`src/rtl/ps2_pkg.sv`:
```
// Shared PS/2 definitions: host-transmit FSM states, result codes and command bytes.
// Used by ps2_host_tx and reusable by the keyboard receive path.
package ps2_pkg;

    typedef enum logic [2:0] {
        IDLE,
        INHIBIT,
        RELEASE,
        BITS,
        ACK,
        WAITIDLE,
        DONE
    } ps2_tx_state_t;

    localparam logic [1:0] PS2_OK      = 2'd0;
    localparam logic [1:0] PS2_NACK    = 2'd1;
    localparam logic [1:0] PS2_TIMEOUT = 2'd2;

    localparam logic [7:0] PS2_CMD_SETLED = 8'hED;
    localparam logic [7:0] PS2_CMD_ENABLE = 8'hF4;
    localparam logic [7:0] PS2_CMD_RESET  = 8'hFF;

    // start + 8 data + parity + stop
    localparam int PS2_FRAME_LEN = 11;

    function automatic logic odd_parity(input logic [7:0] b);
        return ~^b;
    endfunction

endpackage

```
`src/rtl/ps2_line_sync.sv`:
```
// Two-flop synchronizer and falling-edge detector for one open-collector PS/2 line.
// Flops reset high (the idle bus level) so reset release never fakes an edge.
module ps2_line_sync (
    input  logic clk,
    input  logic rst,
    input  logic pin,
    output logic level,
    output logic fe
);

    logic meta;
    logic sync;
    logic prev;

    always_ff @(posedge clk or negedge rst) begin
        if (!rst) begin
            meta <= 1'b1;
            sync <= 1'b1;
            prev <= 1'b1;
        end else begin
            meta <= pin;
            sync <= meta;
            prev <= sync;
        end
    end

    assign level = sync;
    assign fe    = prev & ~sync;

endmodule

```
`src/rtl/ps2_host_tx.sv`:
```
// Host-to-device PS/2 transmitter: inhibit, request-to-send, shift one byte, check ACK.
// Optional watchdog enabled by defining PS2_HOST_TX_TIMEOUT_EN.
module ps2_host_tx
    import ps2_pkg::*;
#(
    parameter int INHIBIT_CYCLES = 5000,
    parameter int TIMEOUT_CYCLES = 750000
) (
    input  logic       clk,
    input  logic       rst,
    input  logic [7:0] tx_data,
    input  logic       tx_valid,
    output logic       tx_ready,
    output logic       tx_done,
    output logic [1:0] tx_err,
    output logic       busy,
    input  logic       ps2_clk_in,
    input  logic       ps2_data_in,
    output logic       ps2_clk_oe,
    output logic       ps2_data_oe
);

    localparam int IW = $clog2(INHIBIT_CYCLES + 1);
    localparam logic [IW-1:0] INH_LAST  = IW'(INHIBIT_CYCLES - 1);
    localparam logic [IW-1:0] INH_START = IW'((INHIBIT_CYCLES >= 2) ? INHIBIT_CYCLES - 2 : 0);
    localparam logic [3:0]    PAR_IDX   = 4'(PS2_FRAME_LEN - 3);

    logic clk_lvl, clk_fe;
    logic data_lvl, data_fe_unused;

    ps2_line_sync u_clk_sync (
        .clk   (clk),
        .rst   (rst),
        .pin   (ps2_clk_in),
        .level (clk_lvl),
        .fe    (clk_fe)
    );

    ps2_line_sync u_data_sync (
        .clk   (clk),
        .rst   (rst),
        .pin   (ps2_data_in),
        .level (data_lvl),
        .fe    (data_fe_unused)
    );

    ps2_tx_state_t state, state_n;
    logic [7:0]    shreg, shreg_n;
    logic          par, par_n;
    logic [3:0]    bitcnt, bitcnt_n;
    logic [IW-1:0] inh_cnt, inh_n;
    logic          clk_oe_q, clk_oe_n;
    logic          data_oe_q, data_oe_n;
    logic          done_q, done_n;
    logic [1:0]    err_q, err_n;

`ifdef PS2_HOST_TX_TIMEOUT_EN
    localparam int WW = $clog2(TIMEOUT_CYCLES + 1);
    localparam logic [WW-1:0] WD_LIMIT = WW'(TIMEOUT_CYCLES);

    logic [WW-1:0] wd_cnt;
    logic          wd_active;
    logic          wd_hit;

    // Armed only while the device is expected to be clocking; every clock edge rearms it.
    assign wd_active = (state == RELEASE) || (state == BITS) ||
                       (state == ACK) || (state == WAITIDLE);
    assign wd_hit    = wd_active && (wd_cnt == WD_LIMIT);

    always_ff @(posedge clk or negedge rst) begin
        if (!rst)
            wd_cnt <= '0;
        else if (!wd_active || clk_fe)
            wd_cnt <= '0;
        else if (!wd_hit)
            wd_cnt <= wd_cnt + WW'(1);
    end
`endif

    always_ff @(posedge clk or negedge rst) begin
        if (!rst) begin
            state     <= IDLE;
            shreg     <= '0;
            par       <= 1'b0;
            bitcnt    <= '0;
            inh_cnt   <= '0;
            clk_oe_q  <= 1'b0;
            data_oe_q <= 1'b0;
            done_q    <= 1'b0;
            err_q     <= PS2_OK;
        end else begin
            state     <= state_n;
            shreg     <= shreg_n;
            par       <= par_n;
            bitcnt    <= bitcnt_n;
            inh_cnt   <= inh_n;
            clk_oe_q  <= clk_oe_n;
            data_oe_q <= data_oe_n;
            done_q    <= done_n;
            err_q     <= err_n;
        end
    end

    always_comb begin
        state_n   = state;
        shreg_n   = shreg;
        par_n     = par;
        bitcnt_n  = bitcnt;
        inh_n     = inh_cnt;
        clk_oe_n  = clk_oe_q;
        data_oe_n = data_oe_q;
        done_n    = 1'b0;
        err_n     = err_q;

        unique case (state)
            IDLE: begin
                if (tx_valid) begin
                    shreg_n  = tx_data;
                    par_n    = odd_parity(tx_data);
                    bitcnt_n = '0;
                    inh_n    = '0;
                    err_n    = PS2_OK;
                    clk_oe_n = 1'b1;
                    state_n  = INHIBIT;
                end
            end
            INHIBIT: begin
                inh_n = inh_cnt + IW'(1);
                // Start bit goes low during the final inhibit cycle, overlapping the clock hold.
                if (inh_cnt == INH_START)
                    data_oe_n = 1'b1;
                if (inh_cnt == INH_LAST) begin
                    inh_n     = '0;
                    clk_oe_n  = 1'b0;
                    data_oe_n = 1'b1;
                    state_n   = RELEASE;
                end
            end
            RELEASE: begin
                if (clk_fe) begin
                    data_oe_n = ~shreg[0];
                    shreg_n   = shreg >> 1;
                    bitcnt_n  = bitcnt + 4'd1;
                    state_n   = BITS;
                end
            end
            BITS: begin
                if (clk_fe) begin
                    bitcnt_n = bitcnt + 4'd1;
                    if (bitcnt < PAR_IDX) begin
                        data_oe_n = ~shreg[0];
                        shreg_n   = shreg >> 1;
                    end else if (bitcnt == PAR_IDX) begin
                        data_oe_n = ~par;
                    end else begin
                        data_oe_n = 1'b0;
                        state_n   = ACK;
                    end
                end
            end
            ACK: begin
                if (clk_fe) begin
                    err_n   = data_lvl ? PS2_NACK : PS2_OK;
                    state_n = WAITIDLE;
                end
            end
            WAITIDLE: begin
                if (clk_lvl && data_lvl)
                    state_n = DONE;
            end
            DONE: begin
                // Hold DONE for the pulse cycle so tx_ready follows tx_done by one cycle.
                if (!done_q)
                    done_n = 1'b1;
                else
                    state_n = IDLE;
            end
            default: state_n = IDLE;
        endcase

`ifdef PS2_HOST_TX_TIMEOUT_EN
        if (wd_hit) begin
            clk_oe_n  = 1'b0;
            data_oe_n = 1'b0;
            err_n     = PS2_TIMEOUT;
            state_n   = DONE;
        end
`endif
    end

    assign tx_ready    = (state == IDLE);
    assign busy        = (state != IDLE);
    assign tx_done     = done_q;
    assign tx_err      = err_q;
    assign ps2_clk_oe  = clk_oe_q;
    assign ps2_data_oe = data_oe_q;

endmodule

```
`config.mk`:
```
export PLATFORM = sky130hd
export DESIGN_NAME = ps2_host_tx
export DESIGN_NICKNAME = d
export VERILOG_FILES = /design/src/rtl/ps2_pkg.sv /design/src/rtl/ps2_line_sync.sv /design/src/rtl/ps2_host_tx.sv
export SDC_FILE = /design/constraint.sdc
export NUM_CORES = 1
export LEC_CHECK = 0
export ABC_AREA = 1
export CAP_MARGIN = 25
export CORE_MARGIN = 1
export CORE_UTILIZATION = 40
export DETAILED_ROUTE_END_ITERATION = 8
export GPL_ROUTABILITY_DRIVEN = 0
export PLACE_DENSITY = 0.57
export SLEW_MARGIN = 20
export SYNTH_ARGS = -nofsm -noshare
export SYNTH_HDL_FRONTEND = slang
export SYNTH_HIERARCHICAL = 1
export SYNTH_SLANG_ARGS = --single-unit
```
`constraint.sdc`:
```
create_clock -name clk -period 4.6 [get_ports clk]
set_clock_uncertainty 0.15 [all_clocks]
set_input_delay 0.69 -clock clk [delete_from_list [all_inputs] [get_ports clk]]
set_output_delay 0.69 -clock clk [all_outputs]
set_load 0.01 [all_outputs]
```
## Word level (Yosys, flattened, before mapping)

Cells that the tools add are included.

- Latch bits: 0
- Memory bits (writable): 0
- Input bits: 13
- Register bits: 39
- Logic and storage cells: 97
- Memory bits (read-only): 0
- Output and inout bits: 7
- Memories kept: 0

- $add $sub $neg: 2
- Equal/unequal tests: 21
- Bitwise operators: 4
- Multiplexer cells: 37
- Reduce and logical (&&, ||, !) cells: 18
- Order comparisons: 1
- Shifts and indexed selects: 0
- Multipliers: 0
- Divide/modulo/power cells: 0

Operator list:

| cell | number |
|---|---|
| 2-to-1 mux 8 bit | 4 |
| 2-to-1 mux 3 bit | 9 |
| == test 13 bit, second input constant | 2 |
| 2-to-1 mux 13 bit | 2 |
| one-hot mux 13 bit (2 select lines) | 1 |
| one-hot mux 8 bit (3 select lines) | 1 |
| one-hot mux 3 bit (7 select lines) | 1 |
| inequality test 2 bit, second input constant | 10 |
| adder 13 x 1 -> 13 bit, second input constant | 1 |
| 2-to-1 mux 1 bit | 11 |
| == test 3 bit, second input constant | 3 |
| AND reduction 3 bit | 3 |
| AND reduction 9 bit | 1 |
| nonzero test 3 bit | 3 |
| 2-to-1 mux 4 bit | 2 |
| one-hot mux 4 bit (2 select lines) | 1 |
| XNOR reduction 8 bit | 1 |
| == test 3 x 2 -> 1 bit, second input constant | 2 |
| nonzero test 2 bit | 3 |
| AND reduction 5 bit | 1 |
| adder 4 x 1 -> 4 bit, second input constant | 1 |
| == test 4 bit, second input constant | 1 |
| < comparator 4 bit, second input constant | 1 |
| 2-to-1 mux 2 bit | 2 |
| other kinds (13) | 16 |

## Logic depth before layout (Yosys ltp)

- Depth in word-level cells: 5
- Gate-level depth with buffers: 10
- Depth with buffers taken out: 10

## Modules after synthesis

Netlist, hierarchy kept.

By module, submodules not included:

| module | sequential area each (µm²) | cells each | area an instance (µm²) | instances |
|---|---|---|---|---|
| ps2_host_tx | 825.8 | 282 | 2119.5 | 1 |
| ps2_line_sync | 78.8 | 5 | 88.8 | 2 |

## Least setup slack after synthesis

No wires, ideal clock.

- Path type: register to output
- Start point: reg state[2]
- End point: out busy
- Data required time: 3.760 ns
- Path buffers: 1
- Stages on the path, launching flop included: 6
- Slack: 2.840 ns
- Arrival: 0.920 ns
- Cell sequence: dfrtp_1 -> buf_6 -> inv_6 -> nand2_4 -> nor2_4 -> inv_1

- Cells in the longest elaborated chain, start to end: 1

RTL lines:

| what | line | source |
|---|---|---|
| from (decl) | ps2_host_tx.sv:47 | `ps2_tx_state_t state, state_n;` |
| from (signal assigned) | ps2_host_tx.sv:92 | `state <= state_n;` |
| nonzero test 3 bit | ps2_host_tx.sv:192 | `assign busy = (state != IDLE);` |
| to (decl) | ps2_host_tx.sv:16 | `output logic busy,` |

Every way passes these cells.

## Final worst setup path

Ends and elaborated chain as after synthesis.

==> qor.txt <==
status -> completed
worst slew pin tran -> 0.861 ns
DR iter-0 viols -> 74
switch share -> 0.420
WHS Path Cells -> 0
clk sinks -> 38
WP data arrival -> 1.83 ns
Setup Buffers After CTS -> 0
Total Routed Length -> 4.53 mm
Slowest-stage cell, CP -> dfrtp_1
syn_area_per_cell -> 7.82 sq um
core footprint -> 5470 sq um
die height -> 77.2 um
die footprint -> 5960 sq um
critical-path cell list -> inv_6 > nand2_4 > nor2_4 > inv_1 > clkdlybuf4s50_1
Crit Path Max Fanout -> 10
DP HPWL -> 3.32 mm
initial antenna violation count -> 0
Port Buffer Count -> 18
TNS Setup -> 0 ns
WP depth -> 5
RSZ-0062 raised after global routing -> no
worst path bufs/invs -> 3
Starting Density -> 0.413
data required time at the worst endpoint -> 3.76 ns
CTS tree -> done
fmax -> 375 MHz
drt pass-1 iters -> 4
final worst-path cycle share -> 0.579
fin crit period -> 2.67 ns
worst reg2reg setup slack -> 2.67 ns
CTS clk-pin slew, worst paths -> 0.08 ns
Cell Area, Synth -> 2260 sq um
WS Path Type -> flop to primary output
io pins -> 20
hold_buf cts -> 0
most common cell after layout, fill and taps aside -> nand2_1
Comb power frac -> 0.443
Reg power frac -> 0.341
Post-DRT Antenna Nets -> 0
worst setup margin -> 1.93 ns
Hold Crit Class -> flop to flop
# nets final -> 325
CTS root buf -> clkbuf_8
most frequent cells in the layout -> 68 x nand2_1, 39 x inv_1, 33 x dfrtp_1
Vias/cell -> 4.83
met1 wire length -> 2.25 mm
LEAKAGE -> 1.19 nW
DR DRC count -> 0
Worst Setup EP -> busy
R2R cell count -> 8
# setup viols final -> 0
n_diodes -> 0
CP startpoint -> state[2]$_DFFE_PN0P_
crit-path max cell delay -> 0.60 ns
YS warnings -> 6
grt total ovfl -> 0
PwrDens -> 625 nW/um^2
Startpoint Class -> flop
Placement Setup Slack -> 2.27 ns
WL met2 -> 2.10 mm
max_cap viols -> 0
first-pass GRT wire length -> 7.93 mm
Slew Limit Fails -> 0
CP Capture Type -> primary output
Die X -> 77.2 um
total power -> 1.64 mW
Max-slew headroom -> 0.426
largest net degree at the start of global routing -> 39
Wirelength per Cell -> 11.9 um
standard-cell row count -> 27
Worst R2R Start -> state[2]$_DFFE_PN0P_
total track usage -> 0.168
DR top layer -> met4
IR drop worst, VDD -> 0.400 mV
CTS buffer count -> 5
Syn Nets -> 306
Area growth syn-to-layout -> 15.7%
htree depth -> 2
Syn Inst Count -> 289
clock power share -> 0.216
r2r endpoint -> inh_cnt[2]$_DFFE_PN0P_
Vias -> 1841
met3 WL -> 121 um
worst skew pair latency -> 0.29 ns
family with the most delay on the worst path -> buffers and inverters
vias in the first global route -> 1765
post_cts resized -> 0
share of cells above drive strength 1 -> 0.123
Max Root-Sink Buffers -> 2
Internal Power -> 948 uW
Sw Pwr -> 687 uW
Final Hold Viols -> 0
## worst min path at each step
| stage | start | endpoint | slack, ns |
|---|---|---|---|
| floorplan | u_clk_sync/meta$_DFF_PN1_ | u_clk_sync/level$_DFF_PN1_ | 0.20 |
| global placement | u_data_sync/meta$_DFF_PN1_ | u_data_sync/level$_DFF_PN1_ | 0.20 |
| detailed placement | u_clk_sync/meta$_DFF_PN1_ | u_clk_sync/level$_DFF_PN1_ | 0.20 |
| CTS | u_data_sync/meta$_DFF_PN1_ | u_data_sync/level$_DFF_PN1_ | 0.21 |
| global route | u_data_sync/meta$_DFF_PN1_ | u_data_sync/level$_DFF_PN1_ | 0.21 |
| finish | u_data_sync/meta$_DFF_PN1_ | u_data_sync/level$_DFF_PN1_ | 0.21 |
## metal layers
layer	vias up	GRT usage
li1	958	-
met1	849	0.221
met2	28	0.273
met3	6	0.0286
met4	0	0.0623
met5	-	0
## through the flow
| stage | hold WS, ns | std cells | area, sq um | util |
|---|---|---|---|---|
| finish | 0.208 | 381 | 2620 | 0.478 |
| detailed placement | 0.198 | 373 | 2470 | 0.452 |
| global route | 0.211 | 381 | 2620 | 0.478 |
| global placement | 0.196 | 373 | 2470 | 0.452 |
| floorplan | 0.195 | 289 | 2260 | - |
| CTS | 0.210 | 381 | 2620 | 0.478 |
## final cells by class
cell class | count | area (sq um)
multi-input cells | 201 | 1080
fillers | 566 | 2860
flip-flops and latches | 38 | 957
clock inverters | 2 | 60.1
inverters | 44 | 170
clock buffers | 6 | 82.6
well taps | 72 | 90.1
repair buffers | 18 | 175
## worst reg2reg max path, cell delays in order (launching register included)
cell     delay, ns
dfrtp_1       0.53
inv_6         0.15
nand2_4       0.08
nor2_4        0.15
nand2_1       0.14
nand2_2       0.23
inv_1         0.15
o21ai_0       0.18
nor2_1        0.05
## registers in the layout, summed over array words and instances, names as in the netlist, 3 cells and up
register / cells
shreg: 8
state: 3
bitcnt: 4
inh_cnt: 13
## power groups by stage
stage / logic (mW) / registers [mW] / clock network, mW
after floorplan: 0.596 / 0.526 / 0
after global placement: 0.722 / 0.560 / 0
after detailed placement: 0.728 / 0.564 / 0
after CTS: 0.733 / 0.558 / 0.365
after global routing: 0.832 / 0.576 / 0.376
final: 0.724 / 0.557 / 0.354
(Power assumes the default switching activity.)
